===== src/rtl/sram_if.sv =====
// Single-port synchronous SRAM access bundle.
// Writes take effect at the edge; read data follows one cycle later.
interface sram_if #(
   parameter int AW = 15,
   parameter int DW = 32
);
   logic [AW-1:0] addr;
   logic          wen;
   logic [DW-1:0] wdata;
   logic [DW-1:0] rdata;

   modport master (
      output addr,
      output wen,
      output wdata,
      input  rdata
   );

   modport slave (
      input  addr,
      input  wen,
      input  wdata,
      output rdata
   );
endinterface


===== src/rtl/sram_req_bridge.sv =====
// Valid/ready request channel to single-cycle SRAM accesses.
// Read data lands in a small response FIFO guarded by read credits.
module sram_req_bridge #(
   parameter int AW        = 15,
   parameter int DW        = 32,
   parameter int RSP_DEPTH = 2
) (
   input  logic          clk,
   input  logic          rst_n,
   input  logic          req_vld,
   output logic          req_rdy,
   input  logic          req_wen,
   input  logic [AW-1:0] req_addr,
   input  logic [DW-1:0] req_wdata,
   output logic          rsp_vld,
   input  logic          rsp_rdy,
   output logic [DW-1:0] rsp_rdata,
   sram_if.master        sram_rw
);

   localparam int PW = (RSP_DEPTH > 1) ? $clog2(RSP_DEPTH) : 1;
   localparam int CW = $clog2(RSP_DEPTH + 1);

   logic [DW-1:0] fifo_q [RSP_DEPTH];
   logic [PW-1:0] wr_ptr;
   logic [PW-1:0] rd_ptr;
   logic [CW-1:0] fifo_cnt;
   logic          rd_inflight;

   logic          push;
   logic          pop;
   logic          rd_acc;
   logic          credit_ok;
   logic [CW:0]   occ;

   assign push = rd_inflight;
   assign pop  = rsp_vld & rsp_rdy;

   // Occupancy counts the in-flight read, net of this cycle's pop.
   assign occ = {1'b0, fifo_cnt}
              + {{CW{1'b0}}, rd_inflight}
              - {{CW{1'b0}}, pop};

   assign credit_ok = occ < (CW+1)'(RSP_DEPTH);
   assign req_rdy   = rst_n & (req_wen | credit_ok);
   assign rd_acc    = req_vld & req_rdy & ~req_wen;

   assign sram_rw.addr  = req_addr;
   assign sram_rw.wdata = req_wdata;
   assign sram_rw.wen   = req_vld & req_rdy & req_wen;

   assign rsp_vld   = fifo_cnt != '0;
   assign rsp_rdata = rsp_vld ? fifo_q[rd_ptr] : '0;

   always_ff @(posedge clk or negedge rst_n) begin
      if (!rst_n) begin
         rd_inflight <= 1'b0;
      end else begin
         rd_inflight <= rd_acc;
      end
   end

   always_ff @(posedge clk or negedge rst_n) begin
      if (!rst_n) begin
         wr_ptr <= '0;
      end else if (push) begin
         if (wr_ptr == PW'(RSP_DEPTH - 1)) begin
            wr_ptr <= '0;
         end else begin
            wr_ptr <= wr_ptr + 1'b1;
         end
      end
   end

   always_ff @(posedge clk or negedge rst_n) begin
      if (!rst_n) begin
         rd_ptr <= '0;
      end else if (pop) begin
         if (rd_ptr == PW'(RSP_DEPTH - 1)) begin
            rd_ptr <= '0;
         end else begin
            rd_ptr <= rd_ptr + 1'b1;
         end
      end
   end

   always_ff @(posedge clk or negedge rst_n) begin
      if (!rst_n) begin
         fifo_cnt <= '0;
      end else begin
         unique case ({push, pop})
            2'b10:   fifo_cnt <= fifo_cnt + 1'b1;
            2'b01:   fifo_cnt <= fifo_cnt - 1'b1;
            default: fifo_cnt <= fifo_cnt;
         endcase
      end
   end

   // Payload storage needs no reset; fifo_cnt qualifies every entry.
   always_ff @(posedge clk) begin
      if (push) begin
         fifo_q[wr_ptr] <= sram_rw.rdata;
      end
   end

endmodule


===== src/flat_wrapper.sv =====
// flat-port wrapper written by rule: the top's interface ports become plain ports
module sram_req_bridge_flat 
#(
   parameter int AW        = 15,
   parameter int DW        = 32,
   parameter int RSP_DEPTH = 2
)
  (clk, rst_n, req_vld, req_rdy, req_wen, req_addr, req_wdata, rsp_vld, rsp_rdy, rsp_rdata, sram_rw_addr, sram_rw_wen, sram_rw_wdata, sram_rw_rdata);
  sram_if #(.AW(AW), .DW(DW)) sram_rw_i ();
  input  logic clk;
  input  logic rst_n;
  input  logic req_vld;
  output logic req_rdy;
  input  logic req_wen;
  input  logic [AW-1:0] req_addr;
  input  logic [DW-1:0] req_wdata;
  output logic rsp_vld;
  input  logic rsp_rdy;
  output logic [DW-1:0] rsp_rdata;
  output wire logic [$bits(sram_rw_i.addr)-1:0] sram_rw_addr;
  output wire logic [$bits(sram_rw_i.wen)-1:0] sram_rw_wen;
  output wire logic [$bits(sram_rw_i.wdata)-1:0] sram_rw_wdata;
  input wire logic [$bits(sram_rw_i.rdata)-1:0] sram_rw_rdata;
  assign sram_rw_addr = sram_rw_i.addr;
  assign sram_rw_wen = sram_rw_i.wen;
  assign sram_rw_wdata = sram_rw_i.wdata;
  assign sram_rw_i.rdata = sram_rw_rdata;
  sram_req_bridge #(.AW(AW), .DW(DW), .RSP_DEPTH(RSP_DEPTH)) u_core (.clk(clk), .rst_n(rst_n), .req_vld(req_vld), .req_rdy(req_rdy), .req_wen(req_wen), .req_addr(req_addr), .req_wdata(req_wdata), .rsp_vld(rsp_vld), .rsp_rdy(rsp_rdy), .rsp_rdata(rsp_rdata), .sram_rw(sram_rw_i));
endmodule

===== config.mk =====
export PLATFORM = sky130hd
export DESIGN_NAME = sram_req_bridge_flat
export DESIGN_NICKNAME = d
export VERILOG_FILES = /design/src/rtl/sram_if.sv /design/src/rtl/sram_req_bridge.sv /design/src/flat_wrapper.sv
export SDC_FILE = /design/constraint.sdc
export NUM_CORES = 1
export LEC_CHECK = 0
export CORE_MARGIN = 2
export CORE_UTILIZATION = 40
export DETAILED_ROUTE_END_ITERATION = 8
export PLACE_DENSITY_LB_ADDON = 0.25
export SETUP_SLACK_MARGIN = 0.1
export SKIP_CTS_REPAIR_TIMING = 1
export SYNTH_ARGS = -nofsm -noshare
export SYNTH_HDL_FRONTEND = slang
export SYNTH_SLANG_ARGS = --single-unit

===== constraint.sdc =====
create_clock -name clk -period 4.3 [get_ports clk]
set_clock_uncertainty 0.15 [all_clocks]
set_input_delay 1.075 -clock clk [delete_from_list [all_inputs] [get_ports clk]]
set_output_delay 1.075 -clock clk [all_outputs]
set_load 0.02 [all_outputs]

==> key figures <==
Outcome
  • Status: completed

Critical path
  • CP startpoint kind: input pin
  • Required @ worst endpoint: roughly 3.1 ns
  • Cell Chain, Critical Path: clkdlybuf4s50_1 > and2_4 > ha_1 > nand2b_1 > fa_2 > xnor2_2 > a21oi_1 > nor2b_1 > buf_4
  • Worst r2r dst: u_core.push
  • Worst Path Max Fanout: 2
  • Crit-path max cell delay: 0.39 ns
  • Critical path endpoint category: output port
  • Worst r2r src: u_core.fifo_cnt[1]
  • R2r setup slk: 2.06 ns
  • Worst Setup SP: rsp_rdy
  • CP max-delay cell: clkdlybuf4s50_1
  • Critical path class: input pin to output port
  • R2r worst-path depth: 9
  • Worst setup path endpoint: req_rdy
  • CP Data Arrival Time: between 2 and 3 ns

Finish
  • Layout area overhead: 22.78%
  • Design Area, Final: 3762 um^2
  • Fraction of final layout cells with drive strength greater than 1: 10.48%
  • Nets@finish: 330
  • Diode count: 0

STA
  • Fin crit period: 4.125 ns
  • F_max: 0.2424 GHz
  • Setup ws final: 0.1750 ns
  • Slew HR: about 36%
  • Final setup TNS: 0 ns
  • Final hold viol count: 0
  • Max-slew violations: 0
  • Final setup vio count: 0
  • Setup repair after global routing missed its margin: false
  • Period utilization: 95.93%
  • Worst Tran Pin Value: between 0.9 and 1 ns

Detailed routing
  • Vias per cell: ~4.6
  • # DRC: 0
  • Final ANT Viol Nets: 0
  • WL per Instance: 17.03 um
  • Final wirelength: 5909 um
  • Total number of vias: 1605
  • Starting DRT DRC Count: 24
  • 1st-pass router iterations: 4

Pwr
  • Pwr Total: 2.417 mW
  • P_leak: 1.385 nW
  • Pwr Density: 642.4 nW/um^2
  • Maximum VDD drop: 257.1 uV

Clocking
  • CTS tree: yes
  • Num Clock Sinks: 69
  • Bufs on Longest Clock Path: 2
  • CTS root buf: clkbuf_8
  • Clock latency at the later pin of the worst-skew pair: about 0.33 ns
  • CTS buffer count: 9
  • H-tree levels: 3
  • Clock transition at path regs: 0.06 ns

Yosys
  • Yosys cell types: 20
  • Area contributors post-synth: edfxtp_1 63%, buf_4 12%, mux2i_1 10%
  • Post-synth top area share: ~63%
  • Syn_nets: ~300
  • Yosys top cell by area: edfxtp_1
  • Avg Inst Size Synth: 14.52 um^2
  • Sequential share of the synthesized area: 66.80%
  • #FFs+latches synth: just under 70
  • Syn Inst Count: 211
  • Syn Std Cell Area: approximately 3100 um^2
  • Synthesis Warnings: 0

Floorplan
  • Top Ports: 166
  • # rows: 31
  • DIE HEIGHT: ~92 um
  • Die X: 91.53 um
  • CORE AREA: 7331 um^2
  • Die ar.: roughly 8400 um^2
  • Initial Utilization: 41.80%

Global routing
  • GRT overflow: 0
  • Initial antenna violation count: 0
  • Vias in the first global route: 1606
  • First-pass GRT wire length: around 8700 um
  • Largest net degree at the start of global routing: 33
  • Total Routing Usage GR: 14.22%

Placed design
  • Post-DP HPWL: about 4000 um
  • Pre-CTS setup slack: -0.3075 ns
  • Routability cong.: approximately 0.72
  • Placed inst area: 3541 um^2
  • Input/output buffers: roughly 70

Job
  • Max-cap violations: 0

Worst hold path
  • Type of the worst min-delay path: register to register
[area by class of cell]
cell class / instances / area [um^2]
sequential: 69 / 2048
timing repair buffer: 75 / 738.2
tap: 99 / 123.9
multi-input combinational: 85 / 626.9
clock inverter: 6 / 86.33
inverter: 3 / 11.26
fill: 613 / 3568
clock buffer: 10 / 127.6
[cells in the final DEF, fill, tap and decap left out, types with 2 or more instances in the layout]
| cell type | synthesis | layout |
|---|---|---|
| clkdlybuf4s50_1 | 0 | 70 |
| edfxtp_1 | 64 | 64 |
| nor2_1 | 34 | 33 |
| mux2i_1 | 32 | 32 |
| clkbuf_8 | 0 | 9 |
| buf_4 | 51 | 5 |
| dfrtp_1 | 5 | 4 |
| inv_1 | 3 | 3 |
| xor2_1 | 3 | 3 |
| nor2_4 | 1 | 2 |
| nand2_1 | 2 | 2 |
| xnor2_1 | 3 | 2 |
| ha_1 | 2 | 2 |
| bufinv_16 | 0 | 2 |
[worst min-delay path by stage]
stage | cells after the start | from | slack (ns) | endpoint
5_1_grt | 1 | u_core.wr_ptr | 0.45 | u_core.wr_ptr
3_3_place_gp | 1 | u_core.push | 0.37 | u_core.wr_ptr
4_1_cts | 1 | u_core.push | 0.41 | u_core.wr_ptr
2_1_floorplan | 1 | u_core.wr_ptr | 0.30 | u_core.wr_ptr
3_5_place_dp | 1 | u_core.push | 0.37 | u_core.wr_ptr
6_report | 1 | u_core.wr_ptr | 0.41 | u_core.wr_ptr
[logic make-up after synthesis]
logic type | count (synthesis) | share of synthesized area (%)
adders and majority gates | 3 | 1.470
xor gates and xnor gates | 6 | 1.715
buffers and inverters | 57 | 13.35
AOI/OAI and AO/OA | 1 | 0.1632
and+or+nand+nor | 43 | 6.044
muxes | 32 | 10.45
DFF | 69 | 66.80
[registers in the layout, indices dropped and copies added (netlist names)]
register	flops
u_core.fifo_q	64
u_core.push	1
u_core.rd_ptr	1
u_core.wr_ptr	1
u_core.fifo_cnt	2
[through the flow]
stage               utilization, %  hold WS (ns)  std cells
finish                       51.32        0.4082        347
CTS                          51.22        0.4096        347
detailed placement           48.30        0.3729        331
global route                 51.32        0.4462        347
global placement             48.30        0.3724        331
floorplan                        -        0.3035        211
[cell usage after synthesis]
cell type  count
nand2b_1       1
nor3_1         1
buf_2          3
nor2_1        34
fa_1           1
and3_1         1
dfrtp_1        5
and2_1         1
and2_4         1
xnor2_1        3
inv_1          3
nand2_1        2
mux2i_1       32
buf_4         51
xor2_1         3
a21oi_1        1
edfxtp_1      64
ha_1           2
nor2_4         1
nor2b_1        1
[power by group]
part           switching [mW]  internal [mW]
combinational           0.501          0.482
clock                   0.236          0.327
sequential             0.0725          0.798
[layer usage]
layer | GRT usage (%) | routed length (um) | part of all wire (%) | vias up
li1 | - | - | - | 753
met1 | 14.51 | 2115 | 36 | 734
met2 | 23.65 | 2963 | 50 | 96
met3 | 6.722 | 645 | 11 | 22
met4 | 8.333 | 184 | 3.1 | 0
met5 | 0 | 0 | 0 | -
[worst max-delay path, delay by kind of cell]
family / cells / cell delay, ns
AO/OA/AOI/OAI: 1 / 0.09
XOR/XNOR: 1 / 0.18
adder cells (fa/ha/maj): 2 / 0.63
buffers and inverters: 2 / 0.53
AND/OR/NAND/NOR: 3 / 0.39
Power figures use the tool's default switching activity.
==> RTL change 1, RTL diff (same settings) <==
Make the reset (`rst_n`) synchronous in 4 clocked blocks.
--- a/src/rtl/sram_req_bridge.sv
+++ b/src/rtl/sram_req_bridge.sv
@@ -52,7 +52,7 @@
    assign rsp_vld   = fifo_cnt != '0;
    assign rsp_rdata = rsp_vld ? fifo_q[rd_ptr] : '0;
 
-   always_ff @(posedge clk or negedge rst_n) begin
+   always_ff @(posedge clk) begin
       if (!rst_n) begin
          rd_inflight <= 1'b0;
       end else begin
@@ -60,7 +60,7 @@
       end
    end
 
-   always_ff @(posedge clk or negedge rst_n) begin
+   always_ff @(posedge clk) begin
       if (!rst_n) begin
          wr_ptr <= '0;
       end else if (push) begin
@@ -72,7 +72,7 @@
       end
    end
 
-   always_ff @(posedge clk or negedge rst_n) begin
+   always_ff @(posedge clk) begin
       if (!rst_n) begin
          rd_ptr <= '0;
       end else if (pop) begin
@@ -84,7 +84,7 @@
       end
    end
 
-   always_ff @(posedge clk or negedge rst_n) begin
+   always_ff @(posedge clk) begin
       if (!rst_n) begin
          fifo_cnt <= '0;
       end else begin
Check against the original RTL: differs if rst_n is asserted again (counterexample within 4 cycles, from zero or initial values and one cycle with rst_n low); with rst_n held inactive, the same outputs for 10 cycles.
==> RTL change 1 against the original RTL <==
Power is 14% lower; routed wire length rose by 2.2%; cell count grew 2.0%; design area rose by 2.0%; setup slack gained 0.28 ns; highest routed layer unchanged; area after synthesis grew 0.49%; combinational power shrank 38%; sequential cell count up 1; clock power increased by 9.9%; critical path depth increased by 1; global-route usage rose by 0.19 points.
==> RTL change 1: results (changes against the original RTL) <==
[global_route]
grt_use_met1_pct=14.6  ; was 14.5%
grt_pass1_vias=1642  ; was 1606
grt_pass1_wl_mm=8.84  ; was 8.73 mm
grt_use_total_pct=14.4  ; was 14.2%
grtUsageMet3_pct=5.34  ; was 6.72%
grt_max_degree=34  ; was 33
met2_usage_pct=25.1  ; was 23.7%

[worst_setup_path]
critPathMaxStageDelay_ns=0.37  ; was 0.39 ns
crit_slowest_cell=fa_2  ; was clkdlybuf4s50_1
arrival_ns=2.62  ; was 2.90 ns

[logic_synthesis]
netlist-cell-type-count=21  ; was 20
synth_fp_nets=305  ; was 298
async_reset_ff_share_pct=0  ; was 7.25%
netlist_instances=218  ; was 211
ys_seq_area_share_pct=66.3  ; was 66.8%
synthTopCellsByArea=edfxtp_1 (62%), buf_4 (12%), mux2i_1 (10%), nor2_1 (4.1%), dfxtp_1 (3.9%)  ; was edfxtp_1 (63%), buf_4 (12%), mux2i_1 (10%), nor2_1 (4.2%), dfrtp_1 (4.1%)

[route]
viasPerCell=4.57  ; was 4.63
met3_length_um=561  ; was 645 um
wl_mm=6.04  ; was 5.91 mm
wl_met2_mm=3.18  ; was 2.96 mm

[final_layout]
final_cells=354  ; was 347
drive_gt1_share_pct=11.8  ; was 10.5%
nets=337  ; was 330

[pwr]
peakVddDrop_uv=242  ; was 257 uV

[placed_design]
dp_hpwl_mm=4.19  ; was 4.07 mm

[sta]
maxSlewHeadroom_pct=35.4  ; was 35.9%

[outcome]
status=finished clean  ; unchanged

[RTL change 1: where the power goes]
part / internal (mW) / switching (mW) / leakage (nW)
sequential: 0.808 / 0.0420 / 0.630
combinational: 0.298 / 0.314 / 0.520
clock: 0.384 / 0.234 / 0.114
[RTL change 1: logic make-up (layout without fill, tap and decap cells)]
| logic type | after synthesis | count (layout) | synth area share, % |
|---|---|---|---|
| buffers and inverters | 58 | 95 | 13.3 |
| and+or+nand+nor | 46 | 46 | 6.38 |
| adders and majority gates | 3 | 3 | 1.46 |
| muxes | 32 | 32 | 10.4 |
| DFF | 70 | 70 | 66.3 |
| AOI/OAI and AO/OA | 5 | 5 | 0.975 |
| xor gates and xnor gates | 4 | 4 | 1.14 |
[RTL change 1: final timing paths]
kind | start | endpoint | slack (ns) | depth (start not counted)
hold / removal | u_core.rd_ptr | flip-flop | 0.45 | 2
setup reg to reg | u_core.fifo_cnt[1] | u_core.push | 2.20 | 8
hold reg to reg | u_core.rd_ptr | flip-flop | 0.45 | 2
setup / recovery | rsp_rdy | req_rdy | 0.46 | 10
[RTL change 1: layout make-up]
type	instances	area [um^2]
fillers	626	3530
flip-flops and latches	70	2040
repair buffers	75	741
multi-input cells	90	676
clock buffers	10	128
well taps	99	124
clock inverters	6	110
inverters	4	15.0
[RTL change 1: per-stage QoR]
step | utilization, % | cell area (um^2) | hold WS (ns) | TNS (ns) | worst slack (ns)
finish | 52.1 | 3840 | 0.445 | 0 | 0.458
global route | 52.1 | 3840 | 0.462 | 0 | 0.370
CTS | 51.5 | 3800 | 0.444 | -0.452 | -0.452
detailed placement | 48.3 | 3560 | 0.422 | -0.431 | -0.431
global placement | 48.3 | 3560 | 0.409 | -0.364 | -0.364
floorplan | - | 3080 | 0.378 | 0 | 0.437
==> RTL change 2, RTL diff (same settings) <==
Made on the original files. `DW` is set to 32 in 3 places; all go to 16.
--- a/src/rtl/sram_if.sv
+++ b/src/rtl/sram_if.sv
@@ -2,7 +2,7 @@
 // Writes take effect at the edge; read data follows one cycle later.
 interface sram_if #(
    parameter int AW = 15,
-   parameter int DW = 32
+   parameter int DW = 16
 );
    logic [AW-1:0] addr;
    logic          wen;
--- a/src/rtl/sram_req_bridge.sv
+++ b/src/rtl/sram_req_bridge.sv
@@ -2,7 +2,7 @@
 // Read data lands in a small response FIFO guarded by read credits.
 module sram_req_bridge #(
    parameter int AW        = 15,
-   parameter int DW        = 32,
+   parameter int DW        = 16,
    parameter int RSP_DEPTH = 2
 ) (
    input  logic          clk,
--- a/src/flat_wrapper.sv
+++ b/src/flat_wrapper.sv
@@ -2,7 +2,7 @@
 module sram_req_bridge_flat 
 #(
    parameter int AW        = 15,
-   parameter int DW        = 32,
+   parameter int DW        = 16,
    parameter int RSP_DEPTH = 2
 )
   (clk, rst_n, req_vld, req_rdy, req_wen, req_addr, req_wdata, rsp_vld, rsp_rdy, rsp_rdata, sram_rw_addr, sram_rw_wen, sram_rw_wdata, sram_rw_rdata);
Ports: changed (resized req_wdata, rsp_rdata, sram_rw_rdata and sram_rw_wdata); port bits go from 166 to 102. No check against the original RTL was run, so the function may have changed too.
==> RTL change 2 against the original RTL <==
First-iteration DRC count is 67% lower; setup slack better by 0.28 ns; non-clock buffer count down 32; count of clock-buffer cells in the layout shrank 4; sequential cell count is 32 lower; synthesized cell count fell by 40%; routed wire length down 44%; power is 43% lower; sequential share of layout area down 2.8 points; design area is 44% lower; sequential power shrank 42%; area after synthesis down 43%; critical path depth stayed put; global-route usage down 0.099 points; critical path type unchanged; highest routed layer unchanged.
==> RTL change 2: results (changes against the original RTL) <==
[logic_synthesis]
synthTopCellsByArea=edfxtp_1 (55%), buf_4 (14%), mux2i_1 (9.2%), dfrtp_1 (7.2%), nor2_1 (3.9%)  ; was edfxtp_1 (63%), buf_4 (12%), mux2i_1 (10%), nor2_1 (4.2%), dfrtp_1 (4.1%)
ys_seq_area_share_pct=62.4  ; was 66.8%
synthTopCellsByCount=buf_4 (33), edfxtp_1 (32), nor2_1 (18)  ; was edfxtp_1 (64), buf_4 (51), nor2_1 (34)
async_reset_ff_share_pct=13.5  ; was 7.25%
synth_edf_count=32  ; was 64
synth_fp_nets=182  ; was 298

[final_layout]
nets=198  ; was 330
nFillCells=343  ; was 613
drive_gt1_share_pct=11.8  ; was 10.5%
top_regs=u_core.fifo_q x32, u_core.fifo_cnt x2  ; was u_core.fifo_q x64, u_core.fifo_cnt x2

[placed_design]
dp.cells=185  ; was 331
portBuffers=39  ; was 71
place.gp.congestion=0.712  ; was 0.715
preCtsSetupSlack_ns=-0.364  ; was -0.308 ns
dp_hpwl_mm=2.33  ; was 4.07 mm
dpl_cell_area_mm2=0.00196  ; was 0.00354 mm^2

[global_route]
grt_pass1_vias=1014  ; was 1606
grt_pass1_wl_mm=5.18  ; was 8.73 mm
antenna_found_initial=0  ; unchanged
grt_use_total_pct=14.1  ; was 14.2%

[route]
first_iter_violations=8  ; was 24
avgRoutedWirePerCell_um=17.1  ; was 17.0 um
wl_mm=3.32  ; was 5.91 mm
viasPerCell=4.78  ; was 4.63
drtPass1Iterations=3  ; was 4

[clock_tree]
clk_pin_slew_ns=0.06  ; about the same
cts_made_buffers=5  ; was 9
htree_levels=2  ; was 3

[worst_setup_path]
arrival_ns=2.62  ; was 2.90 ns
crit_slowest_cell=fa_2  ; was clkdlybuf4s50_1
crit_start=rsp_rdy  ; unchanged
r2r_slack_ns=2.07

[worst_hold_path]
min_path_cells=1  ; unchanged

[pwr]
leakage_nw=0.807  ; was 1.39 nW
peakVddDrop_uv=227  ; was 257 uV

[sta]
maxSlewHeadroom_pct=39.3  ; was 35.9%
fin_crit_sh_pct=89.4  ; was 95.9%
holdWs_ns=0.331  ; was 0.408 ns

[outcome]
status=finished clean  ; unchanged

-- RTL change 2: worst register-to-register path, stage by stage, from the launching register on --
cell,delay [ns]
dfrtp_1,0.47
nor2_2,0.20
nor2b_4,0.06
ha_4,0.21
nand2b_4,0.14
fa_2,0.38
xnor2_2,0.18
buf_4,0.13
nand2_1,0.04
nor3_1,0.18
-- RTL change 2: logic make-up (layout without fill, tap and decap cells) --
kind of cell             count (synthesis)  after routing  share of synthesized area, %
AO/OA/AOI/OAI                            1              1                         0.287
multiplexers                            16             16                          9.21
XOR/XNOR                                 6              6                          3.02
AND/OR/NAND/NOR                         27             27                          6.91
adder cells (fa/ha/maj)                  3              3                          2.59
flip-flops                              37             37                          62.4
buffers and inverters                   37             54                          15.5
-- RTL change 2: layer usage --
| layer | wire [um] | up-vias | track usage (%) | part of all wire (%) |
|---|---|---|---|---|
| met1 | 1080 | 427 | 13.8 | 32 |
| met5 | 0 | - | 1.11 | 0 |
| li1 | - | 430 | - | - |
| met3 | 341 | 31 | 6.49 | 10 |
| met4 | 241 | 0 | 12.2 | 7.3 |
| met2 | 1660 | 39 | 22.3 | 50 |
-- RTL change 2: where the power goes --
part,internal [mW],total (mW),switching [mW]
sequential,0.432,0.502,0.0694
clock,0.171,0.288,0.117
combinational,0.308,0.583,0.275
total,0.912,1.37,0.462
-- RTL change 2: cell type report --
| type | instances | area, um^2 | area share, % |
|---|---|---|---|
| sequential | 37 | 1090 | 51.6 |
| inverter | 3 | 11.3 | 0.535 |
| tap | 50 | 62.6 | 2.97 |
| clock inverter | 2 | 33.8 | 1.61 |
| clock buffer | 6 | 72.6 | 3.45 |
| multi-input combinational | 53 | 418 | 19.9 |
| timing repair buffer | 43 | 420 | 20.0 |
